## config.mk

```make
export PLATFORM = sky130hd
export DESIGN_NAME = mfp_ahb_interconnect
export DESIGN_NICKNAME = d
export VERILOG_FILES = /design/src/rtl/mfp_ahb_interconnect.sv
export SDC_FILE = /design/constraint.sdc
export NUM_CORES = 1
export LEC_CHECK = 0
export CAP_MARGIN = 0
export CORE_AREA = 2 2 100 102
export DETAILED_ROUTE_END_ITERATION = 7
export DIE_AREA = 0 0 102 104
export DONT_BUFFER_PORTS = 1
export GPL_TIMING_DRIVEN = 0
export PLACE_DENSITY = 0.63
export SYNTH_ARGS = -nofsm -noshare
export SYNTH_HDL_FRONTEND = slang
export SYNTH_SLANG_ARGS = --single-unit
export TNS_END_PERCENT = 30
```

## constraint.sdc

```tcl
create_clock -name HCLK -period 2.82 [get_ports HCLK]
set_input_delay 0.846 -clock HCLK [delete_from_list [all_inputs] [get_ports HCLK]]
set_output_delay 0.846 -clock HCLK [all_outputs]
set_load 0.01 [all_outputs]
```

## src/rtl/mfp_ahb_interconnect.sv

```systemverilog
// ---------------------------------------------------------------------------
// mfp_ahb_interconnect
//
// AHB-lite single-master interconnect for the MIPSfpga platform.
//
// Address phase : HADDR is decoded combinationally against a per-slave
//                 base/mask table into the one-hot HSEL_S. The lowest matching
//                 index wins. An address that matches no slave goes to the
//                 built-in default slave (DS).
// Data phase    : the owner of the data phase (dsel) is registered on every
//                 HCLK edge where HREADY is high. HRDATA/HREADY/HRESP are
//                 muxed from that owner.
// Default slave : answers an unmapped NONSEQ/SEQ transfer with the two-cycle
//                 AHB ERROR response (wait+ERROR, then ready+ERROR). IDLE/BUSY
//                 to an unmapped address gets a zero-wait OKAY. Every
//                 accepted unmapped active transfer bumps a saturating counter
//                 and records its address and direction.
//
// Ports
//   HCLK, HRESETn          clock, synchronous active-low reset
//   HADDR, HTRANS, HWRITE  master address-phase signals
//   HRDATA, HREADY, HRESP  data-phase response to the master
//   HSEL_S                 one-hot slave select (address phase)
//   HRDATA_S, HREADYOUT_S,
//   HRESP_S                per-slave responses, slice i belongs to slave i
//   ERR_CNT, ERR_ADDR,
//   ERR_WR                 unmapped-access statistics
// ---------------------------------------------------------------------------
module mfp_ahb_interconnect #(
    parameter int                  N_SLV    = 4,
    parameter logic [N_SLV*32-1:0] SLV_BASE = {32'h1F400000, 32'h1F800000,
                                               32'h00000000, 32'h1FC00000},
    parameter logic [N_SLV*32-1:0] SLV_MASK = {32'h1FC00000, 32'h1FC00000,
                                               32'h10000000, 32'h1FC00000}
) (
    input  logic                  HCLK,
    input  logic                  HRESETn,

    input  logic [31:0]           HADDR,
    input  logic [1:0]            HTRANS,
    input  logic                  HWRITE,

    output logic [31:0]           HRDATA,
    output logic                  HREADY,
    output logic                  HRESP,

    output logic [N_SLV-1:0]      HSEL_S,
    input  logic [N_SLV*32-1:0]   HRDATA_S,
    input  logic [N_SLV-1:0]      HREADYOUT_S,
    input  logic [N_SLV-1:0]      HRESP_S,

    output logic [15:0]           ERR_CNT,
    output logic [31:0]           ERR_ADDR,
    output logic                  ERR_WR
);

    // Index of the default slave inside the data-phase owner vector.
    localparam int DS = N_SLV;

    if (N_SLV < 1 || N_SLV > 8) begin : g_bad_n_slv
        $error("mfp_ahb_interconnect: N_SLV must be in 1..8");
    end

    typedef enum logic [1:0] {
        DS_IDLE = 2'd0,
        DS_ERR1 = 2'd1,
        DS_ERR2 = 2'd2
    } ds_state_e;

    // -----------------------------------------------------------------------
    // Signals
    // -----------------------------------------------------------------------
    logic [N_SLV-1:0] dec_sel;     // address-phase decode, one-hot or zero
    logic             dec_ds;      // address-phase decode hits nothing

    logic [N_SLV:0]   dsel_q;      // data-phase owner, one-hot or zero
    logic [N_SLV:0]   dsel_d;

    ds_state_e        ds_state_q;
    ds_state_e        ds_state_d;
    logic             ds_hready;
    logic             ds_hresp;

    logic             hready_mux;
    logic             hresp_mux;
    logic [31:0]      hrdata_mux;

    logic             err_accept;  // unmapped active transfer accepted this edge

    logic [15:0]      err_cnt_q;
    logic [15:0]      err_cnt_d;
    logic [31:0]      err_addr_q;
    logic [31:0]      err_addr_d;
    logic             err_wr_q;
    logic             err_wr_d;

    // Only NONSEQ/SEQ versus IDLE/BUSY matters here, so HTRANS[0] is unused.
    logic             unused_htrans0;
    assign unused_htrans0 = HTRANS[0];

    // -----------------------------------------------------------------------
    // Address decode
    // -----------------------------------------------------------------------
    always_comb begin
        logic found;
        // NOTE: every variable written in a combinational block gets a value
        // on entry; a path that leaves one unassigned infers a latch.
        dec_sel = '0;
        found   = 1'b0;
        // Ascending scan with a found flag gives lowest-index priority and
        // guarantees at most one bit set even when table entries overlap.
        for (int i = 0; i < N_SLV; i++) begin
            if (!found && ((HADDR & SLV_MASK[i*32 +: 32]) == SLV_BASE[i*32 +: 32])) begin
                dec_sel[i] = 1'b1;
                found      = 1'b1;
            end
        end
        dec_ds = !found;
    end

    assign HSEL_S = dec_sel;

    // An unmapped transfer only costs an ERROR response when it is active
    // and its address phase is actually accepted.
    assign err_accept = hready_mux && dec_ds && HTRANS[1];

    // -----------------------------------------------------------------------
    // Data-phase owner
    // -----------------------------------------------------------------------
    always_comb begin
        dsel_d = dsel_q;
        if (hready_mux) begin
            dsel_d = {dec_ds, dec_sel};
        end
    end

    always_ff @(posedge HCLK) begin
        // NOTE: registers are written with non-blocking assignments so every
        // flop samples the pre-edge values, independent of block ordering.
        if (!HRESETn) begin
            dsel_q <= '0;
        end else begin
            dsel_q <= dsel_d;
        end
    end

    // -----------------------------------------------------------------------
    // Default-slave FSM: state register
    // -----------------------------------------------------------------------
    always_ff @(posedge HCLK) begin
        if (!HRESETn) begin
            ds_state_q <= DS_IDLE;
        end else begin
            ds_state_q <= ds_state_d;
        end
    end

    // Default-slave FSM: next state
    always_comb begin
        ds_state_d = ds_state_q;
        case (ds_state_q)
            DS_IDLE: if (err_accept) ds_state_d = DS_ERR1;
            // HREADY is low in DS_ERR1, so nothing new can be accepted here.
            DS_ERR1: ds_state_d = DS_ERR2;
            // DS_ERR2 completes the transfer; a following unmapped access
            // issued in this cycle starts its own ERROR response immediately.
            DS_ERR2: ds_state_d = err_accept ? DS_ERR1 : DS_IDLE;
            default: ds_state_d = DS_IDLE;
        endcase
    end

    // Default-slave FSM: outputs
    always_comb begin
        ds_hready = 1'b1;
        ds_hresp  = 1'b0;
        case (ds_state_q)
            DS_ERR1: begin
                ds_hready = 1'b0;
                ds_hresp  = 1'b1;
            end
            DS_ERR2: begin
                ds_hready = 1'b1;
                ds_hresp  = 1'b1;
            end
            default: begin
                ds_hready = 1'b1;
                ds_hresp  = 1'b0;
            end
        endcase
    end

    // -----------------------------------------------------------------------
    // Response mux. With no owner (after reset) the bus reads as an idle,
    // always-ready OKAY so the master's first address phase is accepted.
    // -----------------------------------------------------------------------
    always_comb begin
        hrdata_mux = '0;
        hready_mux = 1'b1;
        hresp_mux  = 1'b0;
        for (int i = 0; i < N_SLV; i++) begin
            if (dsel_q[i]) begin
                hrdata_mux = HRDATA_S[i*32 +: 32];
                hready_mux = HREADYOUT_S[i];
                hresp_mux  = HRESP_S[i];
            end
        end
        if (dsel_q[DS]) begin
            hready_mux = ds_hready;
            hresp_mux  = ds_hresp;
        end
    end

    assign HRDATA = hrdata_mux;
    assign HREADY = hready_mux;
    assign HRESP  = hresp_mux;

    // -----------------------------------------------------------------------
    // Error capture. err_accept is exactly the condition for entering
    // DS_ERR1, so the statistics track the FSM one-for-one.
    // -----------------------------------------------------------------------
    always_comb begin
        err_cnt_d  = err_cnt_q;
        err_addr_d = err_addr_q;
        err_wr_d   = err_wr_q;
        if (err_accept) begin
            err_addr_d = HADDR;
            err_wr_d   = HWRITE;
            if (err_cnt_q != 16'hFFFF) begin
                err_cnt_d = err_cnt_q + 16'd1;
            end
        end
    end

    always_ff @(posedge HCLK) begin
        if (!HRESETn) begin
            err_cnt_q  <= '0;
            err_addr_q <= '0;
            err_wr_q   <= 1'b0;
        end else begin
            err_cnt_q  <= err_cnt_d;
            err_addr_q <= err_addr_d;
            err_wr_q   <= err_wr_d;
        end
    end

    assign ERR_CNT  = err_cnt_q;
    assign ERR_ADDR = err_addr_q;
    assign ERR_WR   = err_wr_q;

endmodule

```

### Word-level counts from Yosys, hierarchy flattened

Cells that the tools add are included.

| word-level totals | value |
|---|---|
| register bits after elaboration | 56 |
| bits in latches | 0 |
| memories | 0 |
| memory bits (writable) | 0 |
| output and inout port bits | 87 |
| word-level logic and storage cells | 52 |
| memory bits (read-only) | 0 |
| bits of input ports | 173 |

| cells by class | value |
|---|---|
| shift operators | 0 |
| reduce and logical (&&, ||, !) cells | 13 |
| muxes and demuxes | 26 |
| multiply operators | 0 |
| div/mod/pow operators | 0 |
| add/sub/neg operators | 1 |
| $lt $le $gt $ge | 0 |
| bitwise logic cells | 0 |
| equal/unequal tests | 7 |

Operators with widths:

| kind | number |
|---|---|
| $mux W32 | 4 |
| $logic_not A32 Y1 | 1 |
| $eq A7 B7 Y1 const B | 3 |
| $mux W1 | 20 |
| $add A16 B1 Y16 const B | 1 |
| $ne A16 B16 Y1 const B | 1 |
| $pmux W2 S3 | 1 |
| $logic_and A1 B1 Y1 | 5 |
| $logic_not A1 Y1 | 4 |
| $eq A2 B1 Y1 const B | 1 |
| $eq A2 B2 Y1 const B | 1 |
| $logic_not A2 Y1 | 1 |
| $mux W2 | 1 |
| $ne A2 B2 Y1 const B | 1 |
| $reduce_and A2 Y1 | 1 |
| $reduce_or A2 Y1 | 1 |

### Longest topological paths before layout

| depth | value |
|---|---|
| depth in word-level cells | 16 |
| depth in mapped cells | 10 |
| gate-level depth less buffers | 7 |

### Worst setup path after synthesis

No wires, ideal clock.

| timing | value |
|---|---|
| path kind | input -> output |
| start | in HREADYOUT_S[1] |
| end | out HREADY |
| data required time | 1.974 ns |
| buffers on the path | 1 |
| data arrival time | 1.732 ns |
| path slack | 0.242 ns |
| stages on the path | 5 |
| path through | nor2b_1 > a2111oi_4 > o21ai_2 > inv_1 > clkbuf_1 |

| between the ends | value |
|---|---|
| cells in the longest elaborated chain, start to end | 4 |

RTL lines:

| element | RTL line | text |
|---|---|---|
| start: declaration | 49 | `input logic [N_SLV-1:0] HREADYOUT_S,` |
| $mux W1 (3 in a row) | 201 | `if (dsel_q[i]) begin` |
| $mux W1 | 207 | `if (dsel_q[DS]) begin` |
| end: declaration | 44 | `output logic HREADY,` |

Every way passes these cells.

### Worst setup path in the final report

| timing | value |
|---|---|
| start | reg dsel_q[1] |
| end | out HRDATA[27] |

| between the ends | value |
|---|---|
| cells in the longest elaborated chain, start to end | 3 |

RTL lines:

| element | RTL line | text |
|---|---|---|
| start: declaration | 76 | `logic [N_SLV:0] dsel_q;` |
| start signal: assignment | 143 | `dsel_q <= dsel_d;` |
| $mux W32 (3 in a row) | 201 |  |
| end: declaration | 43 | `output logic [31:0] HRDATA,` |

Every way passes these cells.

==> summary.txt <==
Finish
  – Final core occ: 40.0%
  – Fin area: 3820 um^2
  – FF+latch area: 1120 um^2
  – Share of cells above drive strength 1: 6.21%
  – # fillers: 1,021
  – Area grow syn2layout: 8.87%
  – Final net count: 694
  – Multi-input logic area: 2170 um^2

Detailed routing
  – Drt total wl: 13,900 um
  – Routed vias/inst: 6.03
  – Remaining antenna violation count: 0
  – DRT iter0 DRCs: 333
  – Vias: 3,916
  – Router iterations before antenna repair: 6
  – Drc violations: 0
  – Post-DR wirelength/cell: 21.4 um

Hold path
  – HP Class: flop to flop
  – WHS Endpoint: dsel_q[0]$_SDFFE_PN0N_
  – Hold depth: 2
  – Worst Hold Launch: dsel_q[0]$_SDFFE_PN0N_

Timing
  – Least-Margin Pin Slew: 0.623 ns
  – Final hold viol count: 0
  – Max-slew violations: 0
  – Fmax achieved: 365 MHz
  – Endpoints failing setup: 0
  – Tcrit/Tclk final: 97.2%
  – Clock skew: 0.00891 ns
  – RSZ-0062 raised after global routing: yes
  – Max-slew headroom: 58.1%
  – Post-layout min period: 2.74 ns
  – Setup TNS: 0 ns

Global route
  – Vias in the first global route: 3,533
  – Total congestion overflow: 0
  – First-pass GRT wire length: 20,100 um
  – Initial antenna violation count: 1
  – Tot GR Track Use: 24.0%
  – Largest net degree at the start of global routing: 16

Place
  – Gpl congestion: 0.881
  – Post-DP HPWL: 11,100 um
  – Cell Area, Placed: 3680 um^2
  – Port bufs: 0

Critical path
  – WS Path Type: flop to output pin
  – Flop-to-flop setup slack: 0.65 ns
  – Critical Path Sink Type: output pin
  – Worst Reg-to-Reg Cells: 8
  – Crit Path Max Fanout: 10
  – Cells along the critical path: buf_4 > nor2b_1 > buf_6 > buf_2 > a22oi_1 > nor2_1 > a21oi_1 > o21ai_1
  – Nature of the critical path startpoint: flop
  – WP data arrival: 1.89 ns
  – Worst R2R Start: dsel_q[1]$_SDFFE_PN0N_
  – R2R Path End: ERR_CNT[14]$_SDFFE_PN0P_
  – Worst EP required: 1.97 ns
  – Crit-path max cell delay: 0.31 ns
  – Slowest CP cell: dfxtp_1

Synth
  – Seq/Total Area, Yosys: 31.9%
  – Register bit total from synthesis: 56
  – Synth Warn #: 0
  – Distinct cells, synth: 36
  – Syn Inst Count: 509
  – Syn nets: 687
  – Average cell area after synthesis: 6.90 um^2
  – Syn Std Cell Area: 3510 um^2

Die
  – Row count: 36
  – IO Pins: 260
  – Die W: 102 um
  – Placeable Area: 9550 um^2
  – Die ar.: 10,600 um^2
  – Effective utilization at floorplan: 36.8%
  – Die Height: 104 um

Pwr
  – Leak: 0.00127 uW
  – IR drop worst, VDD: 0.000414 V
  – PwrDens: 422 nW/um^2

CTS
  – CTS Sinks: 56
  – CTS tree: built
  – H-tree Lvls: 2
  – Clk slew on worst S/H paths: 0.09 ns
  – Clock latency at the later pin of the worst-skew pair: 0.31 ns
  – Total CTS buffers: 5
  – Root Driver: clkbuf_8
  – Hold buffer count at CTS: 0
  – Bufs on Longest Clock Path: 2
  – Setup bufs post-CTS: 0

Outcome
  – Outcome: completed

Flow run
  – Max-cap violations: 0
## cell families (layout without fill, tap and decap cells)
logic type	Yosys count	after routing	synth area share, %
DFF	56	56	31.9
other	0	1	0
muxes	12	12	3.42
AOI/OAI and AO/OA	188	188	30.8
adders and majority gates	5	5	1.78
and+or+nand+nor	189	189	25.1
buffers and inverters	59	65	6.95
## routing by layer
metal | track usage [%] | part of all wire, % | up-vias
li1 | - | - | 1844
met1 | 27.9 | 38 | 1813
met2 | 42.1 | 49 | 243
met3 | 8.53 | 12 | 16
met4 | 4.86 | 1.3 | 0
met5 | 0 | 0 | -
## stage by stage
stage	hold slack (ns)	std cells	total power [uW]	worst slack, ns
2_1_floorplan	0.432	509	1050	0.242
3_3_place_gp	0.444	642	1110	-0.0307
3_5_place_dp	0.450	642	1120	-0.0417
4_1_cts	0.463	648	1620	0.0304
5_1_grt	0.488	649	1690	-0.0119
6_report	0.461	649	1610	0.0793
## flip-flops by register name, summed over array words and instances (netlist names)
name and count:
ds_state_q 2, dsel_q 5, ERR_ADDR 32, ERR_CNT 16, ERR_WR 1
## layout by cell type (no fill, tap or decap), types with 2 or more instances in the layout
| cell type | n |
|---|---|
| or4_1 | 6 |
| o21ai_0 | 34 |
| clkbuf_1 | 31 |
| nand3_1 | 40 |
| nor2b_1 | 3 |
| dfxtp_1 | 56 |
| buf_2 | 5 |
| inv_1 | 9 |
| buf_6 | 2 |
| nand2_1 | 58 |
| nand4_1 | 10 |
| mux2i_1 | 12 |
| o21ai_2 | 5 |
| nor2_1 | 41 |
| o21ai_1 | 28 |
| nor4_1 | 3 |
| nor3_1 | 10 |
| and3_1 | 4 |
| o31ai_1 | 6 |
| clkbuf_8 | 5 |
| a22oi_1 | 32 |
| a21oi_1 | 75 |
| nand2b_1 | 10 |
| ha_1 | 5 |
| clkbuf_2 | 9 |
## worst max-delay path: cells and delay by family, from the launching register on
kind / cells / cell delay (ns)
AO/OA/AOI/OAI: 3 / 0.43
buffers and inverters: 3 / 0.55
flip-flops: 1 / 0.31
AND/OR/NAND/NOR: 2 / 0.31
## cell type report
class | count | share of cell area (%)
clock inverter | 1 | 0.786
multi-input combinational | 394 | 56.8
inverter | 10 | 0.982
sequential | 56 | 29.3
buffer | 49 | 5.86
clock buffer | 5 | 1.80
tap | 133 | 4.35
antenna | 1 | 0.0655
## synthesized netlist by cell type
library cell / number / area share, %
nand2_1: 58 / 6.2
mux2i_1: 12 / 3.4
o21ai_2: 1 / 0.25
nand3_1: 40 / 5.7
o41ai_1: 1 / 0.25
nand4_1: 10 / 1.8
nor3_1: 10 / 1.4
o311ai_0: 1 / 0.25
nor4_1: 3 / 0.53
or2_1: 1 / 0.18
nor2_1: 41 / 4.4
ha_1: 5 / 1.8
a22oi_1: 32 / 6.8
a221oi_1: 1 / 0.25
clkbuf_1: 42 / 4.5
nor2b_1: 3 / 0.53
buf_2: 3 / 0.43
inv_1: 9 / 0.96
buf_1: 1 / 0.11
o31ai_1: 6 / 1.3
and2_1: 1 / 0.18
clkinv_1: 1 / 0.11
or2_0: 1 / 0.18
o21ai_0: 67 / 9.6
a2111oi_4: 1 / 0.78
a31o_2: 1 / 0.25
or4_1: 6 / 1.3
buf_4: 1 / 0.21
buf_6: 2 / 0.64
nand2b_1: 10 / 1.8
a31oi_1: 1 / 0.18
dfxtp_1: 56 / 32
o21a_1: 1 / 0.21
and3_1: 4 / 0.71
nor4b_1: 1 / 0.25
a21oi_1: 75 / 11
## worst max path at each step
stage / start / endpoint / slack (ns) / depth (start not counted)
6_report: dsel_q[1]$_SDFFE_PN0N_ / HRDATA[27] / 0.08 / 8
5_1_grt: dsel_q[1]$_SDFFE_PN0N_ / HRDATA[27] / -0.01 / 8
4_1_cts: dsel_q[1]$_SDFFE_PN0N_ / HREADY / 0.03 / 7
3_5_place_dp: HADDR[26] / ERR_ADDR[2]$_SDFFE_PN0P_ / -0.04 / 8
3_3_place_gp: HREADYOUT_S[1] / HREADY / -0.03 / 5
2_1_floorplan: HREADYOUT_S[1] / HREADY / 0.24 / 5
## where the power goes
part           switching [uW]  internal, uW  total [uW]  leakage (uW)
clock                     249           256         505     0.0000501
combinational             172          81.2         253      0.000762
sequential               35.3           820         856      0.000456
## repair_timing
item                                    in CTS  in global routing
endpoints found under the setup margin      34                 31
resized for setup                           21                 34
pin swaps                                    0                  1
cloned                                       0                  0
(Power assumes the default switching activity.)
